File: src/rtl/lif_tdm_scheduler.sv
// Frame scheduler for a time-multiplexed LIF neuron core: accumulates input
// currents per neuron and, on each tick, sweeps one update command per neuron.
module lif_tdm_scheduler #(
    parameter int N_NEURONS = 8,
    parameter int CUR_W     = 8,
    parameter int REFRAC    = 2,
    localparam int ID_W     = $clog2(N_NEURONS)
) (
    input  logic                 clk,
    input  logic                 rst_n,
    input  logic                 tick,
    input  logic                 ev_valid,
    output logic                 ev_ready,
    input  logic [ID_W-1:0]      ev_id,
    input  logic [CUR_W-1:0]     ev_current,
    output logic                 cmd_valid,
    input  logic                 cmd_ready,
    output logic [ID_W-1:0]      cmd_id,
    output logic [CUR_W-1:0]     cmd_current,
    input  logic                 rsp_valid,
    input  logic                 rsp_spike,
    output logic [N_NEURONS-1:0] spike_out,
    output logic                 frame_done,
    output logic                 busy,
    output logic                 overrun
);

    localparam int RW = (REFRAC > 0) ? $clog2(REFRAC + 1) : 1;
    localparam logic [ID_W-1:0] LAST_ID     = ID_W'(N_NEURONS - 1);
    localparam logic [RW-1:0]   REFRAC_LOAD = RW'(REFRAC);

    typedef enum logic [1:0] {IDLE, ISSUE, WAIT, DONE} state_t;

    state_t               state, state_nxt;
    logic [ID_W-1:0]      k;
    logic [CUR_W-1:0]     pending [N_NEURONS];
    logic [RW-1:0]        refrac  [N_NEURONS];
    logic [N_NEURONS-1:0] fs;

    logic             skip, cmd_accept, rsp_take, advance, last;
    logic             ev_hit_k, ev_fire;
    logic [CUR_W-1:0] ev_base;
    logic [CUR_W:0]   ev_sum;

    always_comb begin
        cmd_valid   = (state == ISSUE) && (refrac[k] == '0);
        cmd_id      = cmd_valid ? k : '0;
        cmd_current = cmd_valid ? pending[k] : '0;
        cmd_accept  = cmd_valid && cmd_ready;
        skip        = (state == ISSUE) && (refrac[k] != '0);
        rsp_take    = (state == WAIT) && rsp_valid;
        advance     = skip || rsp_take;
        last        = (k == LAST_ID);
        busy        = (state != IDLE);
        // An event to the neuron under command sees the cleared accumulator on
        // the accept cycle and is held off while the command is stalled, so the
        // offered cmd_current cannot change under the core.
        ev_hit_k    = cmd_valid && (ev_id == k);
        ev_base     = ev_hit_k ? '0 : pending[ev_id];
        ev_sum      = {1'b0, ev_base} + {1'b0, ev_current};
        ev_ready    = rst_n && !ev_sum[CUR_W] && !(ev_hit_k && !cmd_ready);
        ev_fire     = ev_valid && ev_ready;
    end

    // NOTE: next-state is defaulted to the current state before the case so no
    // path leaves state_nxt unassigned and infers a latch.
    always_comb begin
        state_nxt = state;
        case (state)
            IDLE:  if (tick) state_nxt = ISSUE;
            ISSUE: begin
                if (skip)           state_nxt = last ? DONE : ISSUE;
                else if (cmd_ready) state_nxt = WAIT;
            end
            WAIT:  if (rsp_valid) state_nxt = last ? DONE : ISSUE;
            DONE:  state_nxt = IDLE;
            default: state_nxt = IDLE;
        endcase
    end

    always_ff @(posedge clk or negedge rst_n) begin
        if (!rst_n) begin
            state      <= IDLE;
            k          <= '0;
            fs         <= '0;
            spike_out  <= '0;
            frame_done <= 1'b0;
            overrun    <= 1'b0;
        end else begin
            state      <= state_nxt;
            frame_done <= (state == DONE);
            if (state == DONE) spike_out <= fs;
            if (tick && (state != IDLE)) overrun <= 1'b1;

            if ((state == IDLE) && tick) begin
                k  <= '0;
                fs <= '0;
            end else if (advance && !last) begin
                k <= k + 1'b1;
            end

            if (skip)          fs[k] <= 1'b0;
            else if (rsp_take) fs[k] <= rsp_spike;
        end
    end

    // NOTE: the per-neuron accumulators and refractory counters must come out
    // of reset cleared, so they are reset flop arrays rather than a RAM.
    always_ff @(posedge clk or negedge rst_n) begin
        if (!rst_n) begin
            for (int i = 0; i < N_NEURONS; i++) begin
                pending[i] <= '0;
                refrac[i]  <= '0;
            end
        end else begin
            for (int i = 0; i < N_NEURONS; i++) begin
                if (ev_fire && (ev_id == ID_W'(i)))
                    pending[i] <= ev_sum[CUR_W-1:0];
                else if (cmd_accept && (k == ID_W'(i)))
                    pending[i] <= '0;

                if (skip && (k == ID_W'(i)))
                    refrac[i] <= refrac[i] - 1'b1;
                else if (rsp_take && rsp_spike && (k == ID_W'(i)))
                    refrac[i] <= REFRAC_LOAD;
            end
        end
    end

endmodule

File: config.mk
export PLATFORM = sky130hd
export DESIGN_NAME = lif_tdm_scheduler
export DESIGN_NICKNAME = d
export VERILOG_FILES = /design/src/rtl/lif_tdm_scheduler.sv
export SDC_FILE = /design/constraint.sdc
export NUM_CORES = 1
export LEC_CHECK = 0
export ABC_CLOCK_PERIOD_IN_PS = 4900
export BUFFER_PORTS_ARGS = -buffer_cell sky130_fd_sc_hd__clkbuf_2
export CORE_MARGIN = 3
export CORE_UTILIZATION = 50
export CTS_CLUSTER_SIZE = 10
export DETAILED_ROUTE_END_ITERATION = 10
export PLACE_DENSITY = 0.67
export SYNTH_ARGS = -nofsm -noshare
export SYNTH_HDL_FRONTEND = slang
export SYNTH_SLANG_ARGS = --single-unit
export TNS_END_PERCENT = 100
File: constraint.sdc
create_clock -name clk -period 4.9 [get_ports clk]
set_input_delay 0.245 -clock clk [delete_from_list [all_inputs] [get_ports clk]]
set_output_delay 0.245 -clock clk [all_outputs]
set_load 0.005 [all_outputs]
# Word level (Yosys, flattened, before mapping)
# Index checks and enable logic that the tools add are counted.
# classes
n_addsub	10
muxes	58
eq_ne	21
bitwise_logic	4
n_lt_le_gt_ge	4
n_reduce_logical	75
# op_table
operator	n
two-way mux 8 bit	25
binary-select mux 8 bit (select 3 bit)	2
logical AND 1 bit	46
two-way mux 2 bit	23
nonzero test 2 bit	19
equality test 3 bit (second input constant)	8
subtractor 2 x 1 -> 2 bit (second input constant)	8
equality test 3 x 2 -> 1 bit (second input constant)	4
adder 8 x 8 -> 9 bit	1
two-way mux 3 bit	3
bitwise AND 8 bit	1
bitwise mux 8 bit	1
>= comparator 4 bit (second input constant)	2
inverter 3 -> 4 bit	2
inverter 8 bit	1
case mux 2 bit (4 select lines)	1
binary-select mux 2 bit (select 3 bit)	1
equality test 3 x 1 -> 1 bit (second input constant)	2
logical NOT 3 bit	2
equality test 2 bit (second input constant)	2
logical NOT 1 bit	4
logical NOT 2 bit	2
less-than comparator 3 x 4 -> 1 bit (second input constant)	1
inequality test 2 bit (second input constant)	2
9 further kinds	9
# word_totals
wordCells	194
register_bits	103
in_bits	18

# Depth between registers and ports, before layout
# Gate-level depths: netlist of run 1.
# logic_depth
word_depth	15
depth_mapped	18

# Worst setup path before layout of run 1
# Ideal clock, no wire load.
# synth_path
path_kind	register to register
from	register refrac[14] (netlist bit)
to	register pending[27] (netlist bit)
required_ns	4.754
slack_ns	0.674
arrival_ns	4.080
path_stages_with_launch	17
path_cell_list	dfrtp_1 -> or2_2 -> a22o_1 -> o31ai_2 -> nand3_4 -> nor2_1 -> nor2_1 -> ha_1 -> fa_1 -> a211oi_1 -> o21ai_0 -> o211ai_1 -> nand2_1 -> a211o_1 -> or4_1 -> buf_4 -> mux2i_1
# synth_via
elab_chain_len	14
elab_cells_between_ends	19
# synth_lines
element	line	text
start, declared	37	logic [RW-1:0] refrac [N_NEURONS];
start signal, assigned by index	123	refrac[i] <= refrac[i] - 1'b1;
binary-select mux 2 bit (select 3 bit) (*)	46	cmd_valid = (state == ISSUE) && (refrac[k] == '0);
two-way mux 2 bit (implied by the code) (*) (2 in series)	46	
logical NOT 2 bit (*)	46	
logical AND 1 bit (*)	46	
logical AND 1 bit	58	ev_hit_k = cmd_valid && (ev_id == k);
two-way mux 8 bit	59	ev_base = ev_hit_k ? '0 : pending[ev_id];
adder 8 x 8 -> 9 bit	60	ev_sum = {1'b0, ev_base} + {1'b0, ev_current};
logical NOT 1 bit	61	ev_ready = rst_n && !ev_sum[CUR_W] && !(ev_hit_k && !cmd_ready);
logical AND 1 bit (2 in series)	61	
logical AND 1 bit	62	ev_fire = ev_valid && ev_ready;
logical AND 1 bit	117	if (ev_fire && (ev_id == ID_W'(i)))
two-way mux 8 bit or nonzero test 2 bit (tied branches)	--	
end signal, assigned by index	118	pending[i] <= ev_sum[CUR_W-1:0];
end, declared	36	logic [CUR_W-1:0] pending [N_NEURONS];
# Mark *: on every way between the ends. The rest lies on a longest branch, timed or not. The select of a mux whose other input is x is not followed.
# A chain may end at the register's enable or synchronous reset.

# Worst setup path after layout of run 1
# layout_path
from	register refrac[14] (netlist bit)
to	register pending[31] (netlist bit)
# The elaborated chain is that of the path after synthesis.

==> impl_metrics.env, run 1 <==
export IMPL_required_ns=5.09
export IMPL_cap_violations=0
export IMPL_cts_buffer_depth=2
export IMPL_setup_tns_ns=0
export IMPL_antenna_cells=0
export IMPL_rows=39
export IMPL_synth_area_leaders="dfrtp_1, mux2i_1, mux4_2, nand2_1, a21oi_1"
export IMPL_synth_ff_type="dfrtp_1"
export IMPL_synth_largest_area_cell="dfrtp_1"
export IMPL_route_detailed_drc=0
export IMPL_core_area_sq_um=11500
export IMPL_ys_warn_count=0
export IMPL_rsz0062_at_grt="false"
export IMPL_cts_buffers_inserted=9
export IMPL_die_h_um=115
export IMPL_final_period_utilization_pct=94.5
export IMPL_synth_nets=586
export IMPL_wl_per_cell_um=20.6
export IMPL_final_util_pct=57.3
export IMPL_p_leak_nw=3.28
export IMPL_postCtsHoldBufs=1
export IMPL_die_width_um=115
export IMPL_first_pass_iters=5
export IMPL_postLayoutCellArea_sq_um=6590
export IMPL_ir_drop_mv=0.248
export IMPL_layout_common_cells="nand2_1, dfrtp_1, mux2i_1"
export IMPL_relSlewSlack_pct=19.4
export IMPL_path_max_fanout=10
export IMPL_setup_viol_count_final=0
export IMPL_status="finished, final reports clean"
export IMPL_insertion_delay_ns=0.35
export IMPL_cts_root_buf="clkbuf_16"
export IMPL_hp_class="input port to flip-flop"
export IMPL_powerDensity_nw_per_um2=652
export IMPL_r2r_start="refrac[14]$_DFFE_PN0P_"
export IMPL_synth_edf_count=0
export IMPL_path_class="flip-flop to flip-flop"
export IMPL_worstPathArrival_ns=4.82
export IMPL_dp_hpwl_um=11300
export IMPL_ff2ff_setup_slack_ns=0.27
export IMPL_overflow=0
export IMPL_via_per_inst=6.26
export IMPL_grt_pass1_vias=4765
export IMPL_maxSlewViolCount=0
export IMPL_grt_usage_pct=24.6
export IMPL_initial_utilization_pct=51.7
export IMPL_area_delta_synth_final_pct=10.9
export IMPL_htreeDepth=3
export IMPL_timing_fmax_mhz=216
export IMPL_antenna_left=0
export IMPL_async_flop_share_pct=100
export IMPL_ctsResizeCount=0
export IMPL_pin_count=42
export IMPL_routabilityCongestion=0.907
export IMPL_cts_setup_buffers=0
export IMPL_synth_distinct_cells=54
export IMPL_yosys_area_top_type_share_pct=43.3
export IMPL_synth_area_sq_um=5950
export IMPL_cp_end_kind="flip-flop"
export IMPL_final_common_cell="nand2_1"
export IMPL_layout_min_cycle_time_ns=4.63
export IMPL_cp_endpoint="pending[31]$_DFFE_PN0P_"
export IMPL_startpoint="refrac[14]$_DFFE_PN0P_"
export IMPL_syn_avg_cell_area_sq_um=10.8
export IMPL_vias=4642
export IMPL_r2r_end="pending[31]$_DFFE_PN0P_"
export IMPL_synth_cells=553
export IMPL_layout_drive_gt1_share_pct=19.2
export IMPL_nFillCells=1013
export IMPL_worst_setup_path_start_kind="flip-flop"
export IMPL_reg2reg_depth=15
export IMPL_yosysSeqAreaShare_pct=43.3
export IMPL_cts_reportedPaths_clkPinSlew_ns=0.07
export IMPL_worst_pin_slew_ns=1.21
export IMPL_grt_start_max_net_pins=55
export IMPL_final_hold_violation_count=0
export IMPL_antenna_found_initial=0
export IMPL_clock_skew_ns=0.00602
export IMPL_fp_dieArea_sq_um=13200
export IMPL_clkSinkCount=103
export IMPL_cts_tree="yes"
export IMPL_nets=626
export IMPL_placed_area_sq_um=6310
export IMPL_io_buffers=41
export IMPL_drt_iter0_drc=405
export IMPL_wirelength_um=15300
export IMPL_grt_pass1_wl_um=25200
export IMPL_yosys_register_bits=103
-- cell usage after synthesis, types with 3 or more instances --
library cell,number
o21ai_0,7
xnor2_1,5
nor3_1,3
nand4_1,3
mux2i_1,87
inv_1,8
a22oi_1,10
nor2_2,3
buf_1,4
nor2b_1,7
mux4_2,26
ha_1,14
nor2_1,15
nand2_1,109
mux2_2,8
xor2_1,4
buf_2,5
a31oi_1,15
buf_4,4
and3_1,3
clkbuf_1,11
nand3_1,13
or2_2,3
a32oi_1,4
a21oi_1,42
a41oi_1,3
dfrtp_1,103
-- kinds of logic after synthesis --
group	count (synthesis)	synth area share [%]
adder cells (fa/ha/maj)	15	3.28
buffers and inverters	36	2.65
XOR/XNOR	9	1.33
flip-flops	103	43.3
multiplexers	121	26.0
AND/OR/NAND/NOR	168	12.5
AO/OA/AOI/OAI	101	11.0
-- power breakdown --
group | switching [mW] | leakage (nW) | internal, mW
clock network | 0.331 | 0.137 | 0.349
registers | 0.329 | 1.31 | 1.20
logic | 1.22 | 1.84 | 0.871
total | 1.88 | 3.28 | 2.42
-- area by class of cell --
cell class,instances,area (sq um),share of cell area (%)
Tap cell,143,179,2.71
Multi-Input combinational cell,414,3210,48.7
Timing Repair Buffer,54,308,4.67
Clock inverter,6,45.0,0.683
Clock buffer,10,229,3.47
Inverter,11,41.3,0.626
Sequential cell,103,2580,39.1
-- state kept, by name, summed over array words and instances (netlist names) --
name / count
state: 2
spike_out: 8
overrun: 1
fs: 8
pending: 64
k: 3
frame_done: 1
refrac: 16
-- stage by stage --
stage	cells	power (mW)	hold slack [ns]	setup slack (ns)
after global placement	724	3.51	0.317	0.492
final	741	4.30	0.110	0.271
after global routing	741	4.60	0.134	0.0182
after CTS	741	4.29	0.102	0.313
after floorplan	553	2.99	-0.0506	0.674
after detailed placement	724	3.60	0.322	0.328
-- critical path, cell delays in order, from the launching register on --
cell and delay [ns]:
dfrtp_1 0.42, or2_2 0.33, a22o_1 0.24, o31ai_2 0.38, nand3_4 0.25, nor2_1 0.21
nor2_1 0.07, ha_1 0.21, fa_1 0.42, a211oi_1 0.29, o21ai_0 0.14, o211ai_1 0.16
nand2_1 0.13, a211o_1 0.34, or4_1 0.67, mux2i_1 0.20
-- how the worst min path moves through the flow --
stage | start | end | slack, ns | depth (start not counted)
5_1_grt | tick | overrun$_DFFE_PN0P_ | 0.13 | 2
3_3_place_gp | rst_n | frame_done$_DFF_PN0_ | 0.32 | 1
4_1_cts | tick | overrun$_DFFE_PN0P_ | 0.10 | 2
3_5_place_dp | rst_n | fs[2]$_DFF_PN0_ | 0.32 | 1
2_1_floorplan | rst_n | frame_done$_DFF_PN0_ | -0.05 | 0
6_report | tick | overrun$_DFFE_PN0P_ | 0.11 | 2
-- routing by layer --
layer / up-vias / track usage [%] / part of all wire, %
met5: - / 0 / 0
met4: 0 / 9.62 / 2.8
met3: 34 / 4.42 / 5.6
met2: 173 / 39.8 / 48
met1: 2331 / 33.1 / 44
li1: 2104 / - / -
Note: power is estimated with default switching activity, not from simulation.
==> run 2, diff against run 1 <==
Settings changed: CELL_PAD_IN_SITES_DETAIL_PLACEMENT from default to 0, CELL_PAD_IN_SITES_GLOBAL_PLACEMENT from default to 1, CORE_UTILIZATION 50 to 49, PLACE_DENSITY 0.67 to 0.8.
==> impl_metrics.env, run 2 (synthesis results as in run 1) <==
export IMPL_layout_common_cells="nand2_1, dfrtp_1, mux2i_1"
export IMPL_cts_tree="yes"
export IMPL_path_class="flip-flop to flip-flop"
export IMPL_final_period_utilization_pct=93.5
export IMPL_holdPathEnd="overrun$_DFFE_PN0P_"
export IMPL_power_switching_mw=1.94
export IMPL_largest_reg_flops=64
export IMPL_cts_reportedPaths_clkPinSlew_ns=0.08
export IMPL_final_common_cell="nand2_1"
export IMPL_path_max_fanout=8
export IMPL_status="finished, final reports clean"
export IMPL_critical_path_buf_inv_count=1
export IMPL_route_detailed_drc=0
export IMPL_reg2reg_depth=15
export IMPL_r2r_end="pending[28]$_DFFE_PN0P_"
export IMPL_met1_length_um=7140
export IMPL_worst_setup_path_start_kind="flip-flop"
export IMPL_cap_violations=0
export IMPL_nFillCells=1032
export IMPL_slowest_stage="or4_1"
export IMPL_r2r_start="refrac[14]$_DFFE_PN0P_"
export IMPL_die_width_um=116
export IMPL_largest_registers="pending (64), refrac (16)"
export IMPL_antenna_left=0
export IMPL_setup_viol_count_final=0
export IMPL_cts_root_buf="clkbuf_16"
export IMPL_largest_register="pending"
export IMPL_critPathTopFamily="compound AO/OA/AOI/OAI gates"
export IMPL_grt_pass1_wl_um=26200
export IMPL_clkSinkCount=103
export IMPL_cts_setup_buffers=0
export IMPL_nets=626
export IMPL_intPower_mw=2.50
export IMPL_worst_pin_slew_ns=0.933
export IMPL_htreeDepth=3
export IMPL_wl_per_cell_um=21.8
export IMPL_drt_iter0_drc=280
export IMPL_ff2ff_setup_slack_ns=0.32
export IMPL_area_delta_synth_final_pct=11.5
export IMPL_cp_end_kind="flip-flop"
export IMPL_layout_drive_gt1_share_pct=19.4
export IMPL_multi_input_area_sq_um=3210
export IMPL_met2_length_um=7730
export IMPL_ir_drop_mv=0.323
export IMPL_wirelength_um=16200
export IMPL_final_util_pct=56.9
export IMPL_cts_buffer_depth=2
export IMPL_setup_tns_ns=0
export IMPL_crit_chain="or2_2 -> a22o_1 -> o31ai_2 -> nand3_4 -> nor2_1 -> buf_4 -> a21oi_1 -> fa_1 -> a211oi_1 -> o21ai_0 -> o211ai_1 -> nand2_1 -> a211o_1 -> or4_1 -> mux2i_1"
export IMPL_worstPathArrival_ns=4.78
export IMPL_top_layer="met4"
export IMPL_comb_power_share_pct=48.6
export IMPL_routabilityCongestion=0.877
export IMPL_pin_count=42
export IMPL_dr_wl_met3_um=945
export IMPL_fp_dieArea_sq_um=13500
export IMPL_switching_share_pct=43.8
export IMPL_total_power_mw=4.44
export IMPL_powerDensity_nw_per_um2=670
export IMPL_cpPeakStageDelay_ns=0.69
export IMPL_required_ns=5.10
export IMPL_overflow=0
export IMPL_layout_min_cycle_time_ns=4.58
export IMPL_relSlewSlack_pct=37.3
export IMPL_antenna_cells=0
export IMPL_io_buffers=41
export IMPL_vias=4627
export IMPL_hold_depth=2
export IMPL_final_hold_violation_count=0
export IMPL_first_pass_iters=5
export IMPL_timing_hold_ws_ns=0.102
export IMPL_insertion_delay_ns=0.36
export IMPL_timing_fmax_mhz=218
export IMPL_antenna_found_initial=0
export IMPL_core_area_sq_um=11700
export IMPL_grt_start_max_net_pins=60
export IMPL_via_per_inst=6.24
export IMPL_min_from="tick"
export IMPL_rsz0062_at_grt="false"
export IMPL_sequentialPowerShare_pct=34.3
export IMPL_maxSlewViolCount=0
export IMPL_dp_hpwl_um=11600
export IMPL_seqCellArea_sq_um=2580
export IMPL_clock_skew_ns=0.00852
export IMPL_grt_pass1_vias=4749
export IMPL_die_h_um=116
export IMPL_clockPowerShare_pct=17.2
export IMPL_initial_utilization_pct=51.0
export IMPL_hp_class="input port to flip-flop"
export IMPL_p_leak_nw=3.29
export IMPL_cts_buffers_inserted=9
export IMPL_grt_usage_pct=25.7
export IMPL_rows=39
==> run 2: changes by cell type in the layout (fill, tap and decap cells not counted), sizes merged <==
cell | previous run | this run
clkinvlp | 0 | 2
bufinv | 0 | 1
clkinv | 6 | 3
inv | 11 | 12
clkbuf | 50 | 49
==> run 2: cell type report <==
type                            instances  share of cell area [%]
Tap cell                              143                    2.70
Clock buffer                            9                    3.39
Inverter                               11                   0.622
Sequential cell                       103                    38.9
Timing Repair Buffer                   54                    4.64
Clock inverter                          7                    1.36
Multi-Input combinational cell        414                    48.4
==> run 2: metrics by stage <==
step	std cells	setup WS (ns)	cell area [sq um]
floorplan	553	0.674	5950
global placement	724	0.484	6310
detailed placement	724	0.375	6310
global route	741	0.0551	6640
finish	741	0.320	6640
CTS	741	0.357	6640
==> run 2: routing by layer <==
layer  vias up  track usage (%)
met2       134             40.5
met3        20             6.42
met4         0             7.35
met5         -                0
met1      2368             35.7
li1       2105                -
==> run 2: worst max-delay path by stage <==
stage          slack, ns                      end  depth (start not counted)                    from
2_1_floorplan       0.67  pending[27]$_DFFE_PN0P_                         16  refrac[14]$_DFFE_PN0P_
3_3_place_gp        0.48  pending[27]$_DFFE_PN0P_                         15  refrac[14]$_DFFE_PN0P_
3_5_place_dp        0.37  pending[28]$_DFFE_PN0P_                         15  refrac[14]$_DFFE_PN0P_
4_1_cts             0.36  pending[28]$_DFFE_PN0P_                         15  refrac[14]$_DFFE_PN0P_
5_1_grt             0.06  pending[26]$_DFFE_PN0P_                         15  refrac[14]$_DFFE_PN0P_
6_report            0.32  pending[28]$_DFFE_PN0P_                         15  refrac[14]$_DFFE_PN0P_
==> run 2: power groups by stage <==
stage	sequential (mW)	clock (mW)	combinational [mW]
finish	1.52	0.763	2.16
detailed placement	1.53	0	2.15
CTS	1.51	0.775	2.16
global route	1.57	0.815	2.37
global placement	1.50	0	2.09
floorplan	1.42	0	1.57
==> run 2: what timing repair did <==
item	4_1_cts	5_1_grt
gates resized for setup	0	0
hold buffers	1	0
hold endpoints to repair	48	0
==> run 2: worst register-to-register path, stage by stage (launching register included) <==
cell and delay [ns]:
dfrtp_1 0.41, or2_2 0.33, a22o_1 0.24, o31ai_2 0.38, nand3_4 0.11, nor2_1 0.24
buf_4 0.20, a21oi_1 0.08, fa_1 0.46, a211oi_1 0.29, o21ai_0 0.14, o211ai_1 0.16
nand2_1 0.13, a211o_1 0.34, or4_1 0.69, mux2i_1 0.21
==> run 3, diff against run 2 <==
Settings changed: CAP_MARGIN from default to 40, CELL_PAD_IN_SITES_DETAIL_PLACEMENT 0 to default, CELL_PAD_IN_SITES_GLOBAL_PLACEMENT 1 to default, CORE_UTILIZATION 49 to 50, PLACE_DENSITY 0.8 to 0.67.
==> impl_metrics.env, run 3 (synthesis results as in run 1) <==
export IMPL_status="finished, final reports clean"
export IMPL_clkSinkCount=103
export IMPL_setup_tns_ns=0
export IMPL_r2r_start="refrac[14]$_DFFE_PN0P_"
export IMPL_final_common_cell="nand2_1"
export IMPL_grt_pass1_wl_um=25400
export IMPL_maxSlewViolCount=0
export IMPL_layout_common_cells="nand2_1, dfrtp_1, mux2i_1"
export IMPL_cap_violations=0
export IMPL_nFillCells=994
export IMPL_startpoint="refrac[14]$_DFFE_PN0P_"
export IMPL_initial_utilization_pct=51.7
export IMPL_holdPathEnd="overrun$_DFFE_PN0P_"
export IMPL_timing_fmax_mhz=215
export IMPL_die_h_um=115
export IMPL_rows=39
export IMPL_worstPathArrival_ns=4.84
export IMPL_relSlewSlack_pct=45.9
export IMPL_critical_path_buf_inv_count=0
export IMPL_io_buffers=41
export IMPL_layout_min_cycle_time_ns=4.65
export IMPL_critPathTopFamily="simple AND/OR/NAND/NOR gates"
export IMPL_place_ws_ns=0.342
export IMPL_final_hold_violation_count=0
export IMPL_wirelength_um=15300
export IMPL_hold_depth=2
export IMPL_p_leak_nw=3.32
export IMPL_drt_iter0_drc=454
export IMPL_reg2reg_depth=15
export IMPL_layout_drive_gt1_share_pct=19.5
export IMPL_wl_per_cell_um=20.6
export IMPL_grt_pass1_vias=4775
export IMPL_dp_hpwl_um=11300
export IMPL_largest_register="pending"
export IMPL_hp_class="input port to flip-flop"
export IMPL_r2r_end="pending[30]$_DFFE_PN0P_"
export IMPL_antenna_cells=0
export IMPL_rsz0062_at_grt="false"
export IMPL_crit_top_cell="nor2_1"
export IMPL_routabilityCongestion=0.907
export IMPL_overflow=0
export IMPL_htreeDepth=3
export IMPL_largest_reg_flops=64
export IMPL_pin_count=42
export IMPL_grt_start_max_net_pins=55
export IMPL_cpPeakStageDelay_ns=0.67
export IMPL_min_from="tick"
export IMPL_vias=4628
export IMPL_nets=627
export IMPL_first_pass_iters=5
export IMPL_cp_end_kind="flip-flop"
export IMPL_largest_registers="pending (64), refrac (16)"
export IMPL_ff2ff_setup_slack_ns=0.25
export IMPL_finalWorstSetupSlack_ns=0.249
export IMPL_cts_root_buf="clkbuf_16"
export IMPL_required_ns=5.09
export IMPL_slowest_stage="or4_1"
export IMPL_route_detailed_drc=0
export IMPL_antenna_left=0
export IMPL_cts_reportedPaths_clkPinSlew_ns=0.07
export IMPL_via_per_inst=6.24
export IMPL_cts_setup_buffers=0
export IMPL_crit_chain="or2_2 -> a22o_1 -> o31ai_2 -> nand3_4 -> nor2_1 -> nor2_1 -> ha_1 -> fa_1 -> a211oi_1 -> o21ai_0 -> o211ai_1 -> nand2_1 -> a211o_1 -> or4_1 -> mux2i_1"
export IMPL_path_max_fanout=10
export IMPL_fp_dieArea_sq_um=13200
export IMPL_clock_skew_ns=0.00726
export IMPL_core_area_sq_um=11500
export IMPL_path_class="flip-flop to flip-flop"
export IMPL_worst_setup_path_start_kind="flip-flop"
export IMPL_setup_viol_count_final=0
export IMPL_cts_buffer_depth=2
export IMPL_powerDensity_nw_per_um2=666
export IMPL_antenna_found_initial=0
export IMPL_worst_pin_slew_ns=0.809
export IMPL_ir_drop_mv=0.252
export IMPL_die_width_um=115
export IMPL_cts_buffers_inserted=9
export IMPL_final_period_utilization_pct=94.9
export IMPL_cts_tree="yes"
export IMPL_area_delta_synth_final_pct=12.0
export IMPL_grt_usage_pct=24.7
export IMPL_insertion_delay_ns=0.35
-- run 3: cell type report --
type	count	area [sq um]	area share, %
Clock inverter	6	97.6	1.46
Multi-Input combinational cell	414	3210	48.2
Inverter	11	41.3	0.620
Sequential cell	103	2580	38.7
Timing Repair Buffer	55	315	4.73
Tap cell	143	179	2.68
Clock buffer	10	239	3.59
-- run 3: how the worst max path moves through the flow --
stage | end | cells after the start
after floorplan | pending[27]$_DFFE_PN0P_ | 16
after global placement | pending[27]$_DFFE_PN0P_ | 15
after detailed placement | pending[30]$_DFFE_PN0P_ | 15
after CTS | pending[30]$_DFFE_PN0P_ | 15
after global routing | pending[30]$_DFFE_PN0P_ | 15
final | pending[30]$_DFFE_PN0P_ | 15
-- run 3: per-stage QoR --
stage	std cells	util, %	area, sq um	power, mW	hold slack (ns)
floorplan	553	-	5950	2.99	-0.0506
global placement	724	54.8	6310	3.51	0.317
detailed placement	725	54.9	6320	3.61	0.321
CTS	742	57.9	6660	4.44	0.0969
global route	742	57.9	6660	4.76	0.130
finish	742	57.9	6660	4.44	0.107
-- run 3: layer usage --
metal | global-route usage (%) | wire (um) | vias up
li1 | - | - | 2109
met1 | 32.9 | 6620 | 2302
met2 | 39.4 | 7230 | 171
met3 | 5.21 | 906 | 46
met4 | 10.6 | 532 | 0
met5 | 0 | 0 | -
-- run 3: repair_timing --
item                                   4_1_cts  5_1_grt
endpoints found under the hold margin       51        0
hold buffers                                 1        0
resized for setup                            0        0
-- run 3: where the power goes --
group | leakage, nW | switching (mW) | internal (mW)
logic | 1.85 | 1.22 | 0.881
clock network | 0.166 | 0.344 | 0.470
registers | 1.31 | 0.328 | 1.20
total | 3.32 | 1.89 | 2.55
